<file path="config.mk">
export PLATFORM = sky130hd
export DESIGN_NAME = muldiv_unit_flat
export DESIGN_NICKNAME = d
export VERILOG_FILES = /design/src/rtl/muldiv_unit_if.sv /design/src/rtl/muldiv_unit.sv /design/src/flat_wrapper.sv
export SDC_FILE = /design/constraint.sdc
export NUM_CORES = 1
export LEC_CHECK = 0
export CAP_MARGIN = 20
export CORE_AREA = 2 2 147 149
export CTS_BUF_LIST = sky130_fd_sc_hd__clkbuf_2
export CTS_CLUSTER_DIAMETER = 40
export CTS_CLUSTER_SIZE = 10
export DETAILED_ROUTE_END_ITERATION = 6
export DIE_AREA = 0 0 149 151
export GPL_TIMING_DRIVEN = 0
export PLACE_DENSITY = 0.82
export SYNTH_ARGS = -nofsm -noshare
export SYNTH_HDL_FRONTEND = slang
export SYNTH_SLANG_ARGS = --single-unit
export TNS_END_PERCENT = 50
</file>
<file path="constraint.sdc">
create_clock -name clk -period 4.4 [get_ports clk]
set_clock_uncertainty 0.1 [all_clocks]
set_input_delay 1.32 -clock clk [delete_from_list [all_inputs] [get_ports clk]]
set_output_delay 1.32 -clock clk [all_outputs]
set_load 0.02 [all_outputs]
</file>
<file path="src/rtl/muldiv_unit_if.sv">
// muldiv_unit_if: operand/control bus between the execute stage and the iterative multiply/divide unit
interface muldiv_unit_if #(parameter int WIDTH = 32);
  logic             start;
  logic [WIDTH-1:0] src_A;
  logic [WIDTH-1:0] src_B;
  logic [3:0]       ALU_control;
  logic             busy;
  logic             done;
  logic [WIDTH-1:0] result;
  logic [WIDTH-1:0] remainder;
  logic             zero;
  logic             div_by_zero;
  modport master (output start, src_A, src_B, ALU_control,
                  input busy, done, result, remainder, zero, div_by_zero);
  modport slave (input start, src_A, src_B, ALU_control,
                 output busy, done, result, remainder, zero, div_by_zero);
endinterface

</file>
<file path="src/rtl/muldiv_unit.sv">
// muldiv_unit: iterative unsigned shift-add multiplier and restoring divider sharing one accumulator
module muldiv_unit #(parameter int WIDTH = 32) (
  input logic          clk,
  input logic          reset,
  muldiv_unit_if.slave bus
);
  localparam int CW = $clog2(WIDTH);
  localparam logic [CW-1:0] LAST = CW'(WIDTH - 1);
  typedef enum logic [1:0] {IDLE, RUN, DONE} state_t;
  state_t             state_q, state_d;
  logic [CW-1:0]      cnt_q, cnt_d;
  logic [2*WIDTH-1:0] acc_q, acc_d, mul_step, div_step;
  logic [WIDTH-1:0]   opnd_q, result_q, remainder_q;
  logic               div_q, dz_q, divz_q, is_div, accept, finish;
  logic [WIDTH:0]     sum, sh, diff;
  assign is_div = bus.ALU_control == 4'b0011;
  assign accept = bus.start && (bus.ALU_control == 4'b0010 || is_div) && state_q != RUN;
  assign sum = {1'b0, acc_q[2*WIDTH-1:WIDTH]} + (acc_q[0] ? {1'b0, opnd_q} : {(WIDTH+1){1'b0}});
  assign mul_step = {sum, acc_q[WIDTH-1:1]};
  assign sh = {acc_q[2*WIDTH-1:WIDTH], acc_q[WIDTH-1]};
  assign diff = sh - {1'b0, opnd_q};
  assign div_step = {diff[WIDTH] ? sh[WIDTH-1:0] : diff[WIDTH-1:0], acc_q[WIDTH-2:0], ~diff[WIDTH]};
  assign finish = state_q == RUN && (dz_q || cnt_q == LAST);
  assign bus.busy = state_q == RUN;
  assign bus.done = state_q == DONE;
  assign bus.result = result_q;
  assign bus.remainder = remainder_q;
  assign bus.zero = result_q == '0;
  assign bus.div_by_zero = divz_q;
  // next state, one iteration step per RUN cycle, and request acceptance from IDLE or DONE
  always_comb begin
    state_d = state_q == DONE ? IDLE : (finish ? DONE : state_q);
    cnt_d = state_q == RUN ? cnt_q + 1'b1 : cnt_q;
    acc_d = state_q == RUN && !dz_q ? (div_q ? div_step : mul_step) : acc_q;
    if (accept) begin
      state_d = RUN;
      cnt_d = '0;
      acc_d = {{WIDTH{1'b0}}, is_div ? bus.src_A : bus.src_B};
    end
  end
  // state and datapath registers; visible results change only when DONE is entered
  always_ff @(posedge clk) begin
    if (reset) begin
      state_q <= IDLE;
      cnt_q <= '0;
      acc_q <= '0;
      opnd_q <= '0;
      div_q <= 1'b0;
      dz_q <= 1'b0;
      result_q <= '0;
      remainder_q <= '0;
      divz_q <= 1'b0;
    end else begin
      state_q <= state_d;
      cnt_q <= cnt_d;
      acc_q <= acc_d;
      if (accept) begin
        opnd_q <= is_div ? bus.src_B : bus.src_A;
        div_q <= is_div;
        dz_q <= is_div && bus.src_B == '0;
      end
      if (finish) begin
        result_q <= dz_q ? '1 : acc_d[WIDTH-1:0];
        remainder_q <= dz_q ? acc_q[WIDTH-1:0] : acc_d[2*WIDTH-1:WIDTH];
        divz_q <= dz_q;
      end
    end
  end
endmodule

</file>
<file path="src/flat_wrapper.sv">
// flat-port wrapper written by rule: the top's interface ports become plain ports
module muldiv_unit_flat 
#(parameter int WIDTH = 32)
  (clk, reset, bus_start, bus_src_A, bus_src_B, bus_ALU_control, bus_busy, bus_done, bus_result, bus_remainder, bus_zero, bus_div_by_zero);
  muldiv_unit_if #(.WIDTH(WIDTH)) bus_i ();
  input logic clk;
  input logic reset;
  input wire logic [$bits(bus_i.start)-1:0] bus_start;
  input wire logic [$bits(bus_i.src_A)-1:0] bus_src_A;
  input wire logic [$bits(bus_i.src_B)-1:0] bus_src_B;
  input wire logic [$bits(bus_i.ALU_control)-1:0] bus_ALU_control;
  output wire logic [$bits(bus_i.busy)-1:0] bus_busy;
  output wire logic [$bits(bus_i.done)-1:0] bus_done;
  output wire logic [$bits(bus_i.result)-1:0] bus_result;
  output wire logic [$bits(bus_i.remainder)-1:0] bus_remainder;
  output wire logic [$bits(bus_i.zero)-1:0] bus_zero;
  output wire logic [$bits(bus_i.div_by_zero)-1:0] bus_div_by_zero;
  assign bus_i.start = bus_start;
  assign bus_i.src_A = bus_src_A;
  assign bus_i.src_B = bus_src_B;
  assign bus_i.ALU_control = bus_ALU_control;
  assign bus_busy = bus_i.busy;
  assign bus_done = bus_i.done;
  assign bus_result = bus_i.result;
  assign bus_remainder = bus_i.remainder;
  assign bus_zero = bus_i.zero;
  assign bus_div_by_zero = bus_i.div_by_zero;
  muldiv_unit #(.WIDTH(WIDTH)) u_core (.clk(clk), .reset(reset), .bus(bus_i));
endmodule
</file>
## Word level (Yosys, flattened, before mapping)

Index checks and enable logic that the tools add are counted.

- Register bits after elaboration: 170
- Input port bits: 71
- Output and inout port bits: 68

- Add/sub/neg operators: 3
- Eq/ne operators: 6
- Mux-type cells: 12
- Bitwise logic cells: 1
- Reduce and logical (&&, ||, !) cells: 13

Operators with widths:

| operator | number |
|---|---|
| 32-bit 2-to-1 mux | 6 |
| 64-bit 2-to-1 mux | 3 |
| 32-bit logical NOT | 2 |
| 32-bit by 33-bit adder with 33-bit output | 1 |
| 33-bit by 32-bit subtractor with 33-bit output | 1 |
| 4-bit by 2-bit == test with 1-bit output, second input constant | 2 |
| 5-bit by 1-bit adder with 5-bit output, second input constant | 1 |
| 5-bit == test, second input constant | 1 |
| 1-bit logical AND | 5 |
| 1-bit 2-to-1 mux | 3 |
| 3-bit nonzero test | 1 |
| 3-bit OR reduction | 1 |
| 2-bit by 1-bit == test with 1-bit output, second input constant | 1 |
| 2-bit == test, second input constant | 1 |
| 1-bit logical OR | 2 |
| 2-bit by 1-bit != test with 1-bit output, second input constant | 1 |
| 2-bit OR reduction | 1 |
| 1-bit logical NOT | 1 |
| 1-bit NOT | 1 |

## Logic depth before layout (Yosys ltp)

- Depth after elaboration: 6
- Mapped depth: 15
- Depth with buffers taken out: 14

## Least setup slack after synthesis

Ideal clock, no wire load.

- Kind: input to register
- From: input port bus_ALU_control[3]
- To: register u_core.opnd_q[10]
- Setup time: 0.137 ns
- Data arrival time: 3.099 ns
- Path slack: 1.064 ns
- Stages on the path: 7
- Buffers on the path: 3
- Path through: nor2_1 and3_1 buf_2 clkbuf_1 buf_1 mux2i_1 a211oi_1

- Word-level cells in the longest chain between the ends: 4
- Elaborated cells on any way between the ends: 6
- Those cells by class: eq/ne (2); mux (1); reduce/logical (3)

Ends and longest elaborated chain:

| item | RTL line | RTL |
|---|---|---|
| start, declared | flat_wrapper.sv:11 | `input wire logic [$bits(bus_i.ALU_control)-1:0] bus_ALU_control;` |
| 4-bit by 2-bit == test with 1-bit output, on equally long branches | muldiv_unit.sv:17, muldiv_unit.sv:16 |  |
| 1-bit logical OR | muldiv_unit.sv:17 | `assign accept = bus.start && (bus.ALU_control == 4'b0010 \|\| is_div) && state_q != RUN;` |
| 1-bit logical AND (2 in series) | muldiv_unit.sv:17 |  |
| end signal, assigned | muldiv_unit.sv:58 | `opnd_q <= is_div ? bus.src_B : bus.src_A;` |
| end, declared | muldiv_unit.sv:13 | `logic [WIDTH-1:0] opnd_q, result_q, remainder_q;` |

Parallel ways exist; a longest one is shown, timed or not.
A chain may end at the register's enable or synchronous reset.

## Final worst setup path

- From: register u_core.acc_q[31]
- To: register u_core.remainder_q[30], in the netlist u_core.bus.remainder[30]

- Word-level cells in the longest chain between the ends: 6

Ends and longest elaborated chain:

| item | RTL line | RTL |
|---|---|---|
| start, declared | muldiv_unit.sv:12 | `logic [2*WIDTH-1:0] acc_q, acc_d, mul_step, div_step;` |
| start signal, assigned | muldiv_unit.sv:46 | `acc_q <= '0;` |
| start signal, assigned | muldiv_unit.sv:56 | `acc_q <= acc_d;` |
| 33-bit by 32-bit subtractor with 33-bit output | muldiv_unit.sv:21 | `assign diff = sh - {1'b0, opnd_q};` |
| 32-bit 2-to-1 mux | muldiv_unit.sv:22 | `assign div_step = {diff[WIDTH] ? sh[WIDTH-1:0] : diff[WIDTH-1:0], acc_q[WIDTH-2:0], ~diff[WIDTH]};` |
| 64-bit 2-to-1 mux (2 in series) | muldiv_unit.sv:34 | `acc_d = state_q == RUN && !dz_q ? (div_q ? div_step : mul_step) : acc_q;` |
| 64-bit 2-to-1 mux | muldiv_unit.sv:35 | `if (accept) begin` |
| 32-bit 2-to-1 mux | muldiv_unit.sv:64 | `remainder_q <= dz_q ? acc_q[WIDTH-1:0] : acc_d[2*WIDTH-1:WIDTH];` |
| end signal, assigned | muldiv_unit.sv:64 |  |
| end, declared | muldiv_unit.sv:13 |  |

No other way between the ends.

==> run summary <==
* finished, violations left — outcome
* DRC — violations in the final reports
* yes — unrepaired setup endpoints after global routing
* 12,103 — via count of the first global-routing pass
* 1,693 — total nets after synthesis
* u_core.cnt_q[4]$_SDFFE_PP0P_ — launch point of the worst hold path
* 28.02% — portion of the post-synthesis area used by sequential elements
* 22,500 um^2 — area enclosed by the die boundary
* u_core.bus.remainder[30]$_SDFFE_PP0P_ — worst reg2reg endpoint
* 9.548% — fraction of synthesized area in multiplexers
* 53 — total number of placement rows
* 7 — First-pass DRT Iterations
* dfxtp_1 — most frequent standard cell in the layout excluding fill and tap cells
* 1,537 — drt initial violations
* 4 — H-tree lvl count
* 0 — count of hold buffers inserted by post-cts repair
* 0 — final max-slew violation count
* register — launching element type of the critical path
* 39.12% — combined global-route utilization of all metal layers
* 29.36% — fraction of the mapped netlist area in compound gates
* u_core.acc_q[31]$_SDFF_PP0_ — reg-to-reg critical path startpoint
* 35,730 um — half-perimeter wire length of the detailed placement result
* 4.331 ns — time the worst path needs with I/O delays and setup
* 1 — Gates resized, CTS repair
* 7.817 um^2 — syn_area_per_cell
* 151 um — DIE HEIGHT
* 2 — CTS max path bufs
* compound AO/OA/AOI/OAI gates — largest family of logic cells by synthesized area
* 4.93 ns — endpoint arrival time on the critical path
* 5.00 ns — required time of the critical path
* 170 — number of synthesized register bits
* clkbuf_2 — cell at the root of the clock tree
* 0.76 ns — clock latency on the worst-skew pair
* 0 — Max-cap violations
* 98.43% — share of the clock period used by the worst path
* -0.03958 ns — Setup WS pre-CTS
* 30.19% — Max-slew headroom
* 67,680 um — wire length of the first global-routing pass
* 16.11% — growth of design area from synthesis to finish
* 3.965% — fraction of synthesized cell area in xor and xnor cells
* 0.06906 ns — post-layout worst setup margin
* 0 — endpoints failing setup
* 0.07 ns — worst-case register-to-register setup slack
* 17 — CTS Buf Count
* 0.9969 — final weighted congestion in routability-driven placement
* 75 — count of cell types in the netlist
* 0.2309 GHz — Fmax
* 138 — PortBufs
* 252.5 nW/um^2 — Power Density
* 149 um — Die Span X
* 2 — hold path depth
* 0 — setup bufs post-CTS
* 19 — DRC errors left
* yes — TritonCTS clock tree
* 139 — Top-Level Pins
* 169 x dfxtp_1, 163 x nor2_1, 149 x a21oi_1 — most frequent cells in the layout
* dfxtp_1 — top flip-flop cell by instance count after synthesis
* 0.3916 ns — final hold slack
* 14 — depth of the worst register-to-register path
* 0.005157 uW — leakage component of the power
* 170 — total clock sinks
* 0.28 ns — clk slew on worst S/H paths
* 0 — number of enable flip-flop cells after synthesis
* 1 — initial antenna violation count
* 10 — worst-path maximum fanout
* 0 — number of warning messages in the yosys log
* 58.34% — initial cell density of the core
* 0% — share of async-settable or async-resettable flops after synthesis
* 0 ns — Fin Setup TNS
* 7.127% — share of synthesized cell area in full adder, half adder and majority cells
* 17 — pin count of the biggest net entering global routing
* 0 — remaining global-route overflow
* 1.040 ns — Tightest Pin Transition
* 1,845 — filler instances
* 127.7 uV — VDD IR max
* register — crit end category
* 1,554 — synthesized instance count
* u_core.cnt_q[4]$_SDFFE_PP0P_ — Endpoint, Worst Hold
* register to register — start-to-end type of the worst setup path
* 44,600 um — drt total wl
* 20,820 um^2 — core area
* 0 — Fin. Hold Viols
* 16.62% — simple logic cell fraction of the synthesized area
* 22.30 um — wire per inst
* 4.060% — fraction of layout cells with a size suffix above 1
* 3561 uW — post-layout total power
* 6.526 — via count normalized by instance count
* 0 — remaining antenna violation count after routing
* 12,150 um^2 — Post-Syn Area
* 1,850 — Net count, final
* 13,052 — total number of vias
* register to register — worst hold-check path type
-- area by class of cell --
| cell class | count | area, um^2 | area share (%) |
|---|---|---|---|
| clock buffer | 17 | 85.08 | 0.6032 |
| inverter | 54 | 202.7 | 1.437 |
| tap | 275 | 344.1 | 2.439 |
| buffer | 111 | 449.2 | 3.185 |
| multi-input combinational | 1219 | 8094 | 57.38 |
| sequential | 170 | 3405 | 24.14 |
| antenna | 1 | 2.502 | 0.01774 |
| clock inverter | 15 | 141.4 | 1.002 |
| timing repair buffer | 138 | 1381 | 9.793 |
-- cell families (layout without fill, tap and decap cells) --
family / Yosys count / count (layout)
AOI/OAI and AO/OA: 537 / 537
and+or+nand+nor: 447 / 447
DFF: 170 / 170
buffers and inverters: 165 / 335
muxes: 115 / 115
adders and majority gates: 68 / 68
xor gates and xnor gates: 52 / 52
other: 0 / 1
-- stage by stage --
stage	instances	area, um^2	util (%)
final	2000	14100	67.74
after detailed placement	1967	13870	66.63
after global placement	1967	13870	66.63
after CTS	1999	14100	67.72
after floorplan	1554	12150	-
after global routing	2000	14100	67.74
-- critical path: stages (launching register included) --
cell       delay (ns)
dfxtp_1          0.50
inv_1            0.11
ha_1             0.24
fa_1             0.40
nand2b_1         0.22
a21oi_2          0.25
o2111ai_2        0.30
o31ai_4          0.38
o21ai_4          0.14
xnor2_4          0.41
buf_6            0.25
nand3_1          0.09
o21ai_0          0.28
or3b_1           0.46
a21oi_1          0.15
-- power by group --
part	internal (uW)	leakage, uW	switching [uW]
Clock	215	0.000123	624
Sequential	1580	0.00138	44.9
Combinational	432	0.00366	668
-- worst max path at each step --
stage	startpoint	to	slack, ns	cells past startpoint
after CTS	u_core.acc_q[0]$_SDFF_PP0_	u_core.bus.remainder[28]$_SDFFE_PP0P_	0.12	14
after detailed placement	u_core.acc_q[0]$_SDFF_PP0_	u_core.bus.remainder[28]$_SDFFE_PP0P_	-0.04	14
after global routing	u_core.acc_q[31]$_SDFF_PP0_	u_core.bus.remainder[30]$_SDFFE_PP0P_	-0.02	14
after global placement	u_core.acc_q[0]$_SDFF_PP0_	u_core.bus.remainder[28]$_SDFFE_PP0P_	-0.02	14
after floorplan	bus_ALU_control[3]	u_core.opnd_q[10]$_SDFFE_PP0P_	1.06	7
final	u_core.acc_q[31]$_SDFF_PP0_	u_core.bus.remainder[30]$_SDFFE_PP0P_	0.07	14
-- flip-flops by register name, summed over array words and instances, names as in the netlist, 2 cells and up --
register / flops
u_core.acc_q: 64
u_core.bus.remainder: 32
u_core.bus.result: 32
u_core.opnd_q: 32
u_core.cnt_q: 5
u_core.state_q: 2
-- metal layers --
metal,wire length (um),track usage (%),vias to the layer above
met4,2013,15.33,0
met3,4776,6.837,154
li1,-,-,6018
met1,18210,51.82,6026
met5,0,0,-
met2,19600,63.64,854
-- synthesized netlist by cell type, drive strengths merged, types with 3 or more instances --
| master | n | area [um^2] |
|---|---|---|
| o2111ai | 4 | 41.29 |
| clkbuf | 93 | 349.1 |
| o41ai | 3 | 33.79 |
| o31ai | 5 | 51.30 |
| o221ai | 17 | 148.9 |
| and2 | 34 | 212.7 |
| o211a | 4 | 40.04 |
| dfxtp | 170 | 3403 |
| a32oi | 3 | 26.28 |
| nand4 | 12 | 75.07 |
| a21o | 26 | 195.2 |
| nor3 | 16 | 80.08 |
| nor3b | 3 | 22.52 |
| xnor2 | 37 | 342.8 |
| nor2b | 10 | 62.56 |
| ha | 66 | 825.8 |
| a31o | 4 | 35.04 |
| o211ai | 22 | 165.2 |
| nor4 | 20 | 125.1 |
| a211oi | 92 | 705.7 |
| buf | 18 | 98.84 |
| nand2 | 135 | 506.7 |
| mux2 | 4 | 48.79 |
| nand2b | 12 | 75.07 |
| a21oi | 153 | 780.8 |
| nand3 | 23 | 115.1 |
| o21a | 10 | 75.07 |
| or3 | 4 | 30.03 |
| mux2i | 111 | 1111 |
| xor2 | 15 | 138.9 |
| a31oi | 18 | 112.6 |
| o311ai | 3 | 26.28 |
| o21bai | 8 | 60.06 |
| and3 | 11 | 68.82 |
| o21ai | 111 | 574.3 |
| inv | 54 | 202.7 |
| a21boi | 4 | 30.03 |
| nor2 | 163 | 611.8 |
| a211o | 26 | 227.7 |
Note: power is estimated with default switching activity, not from simulation.
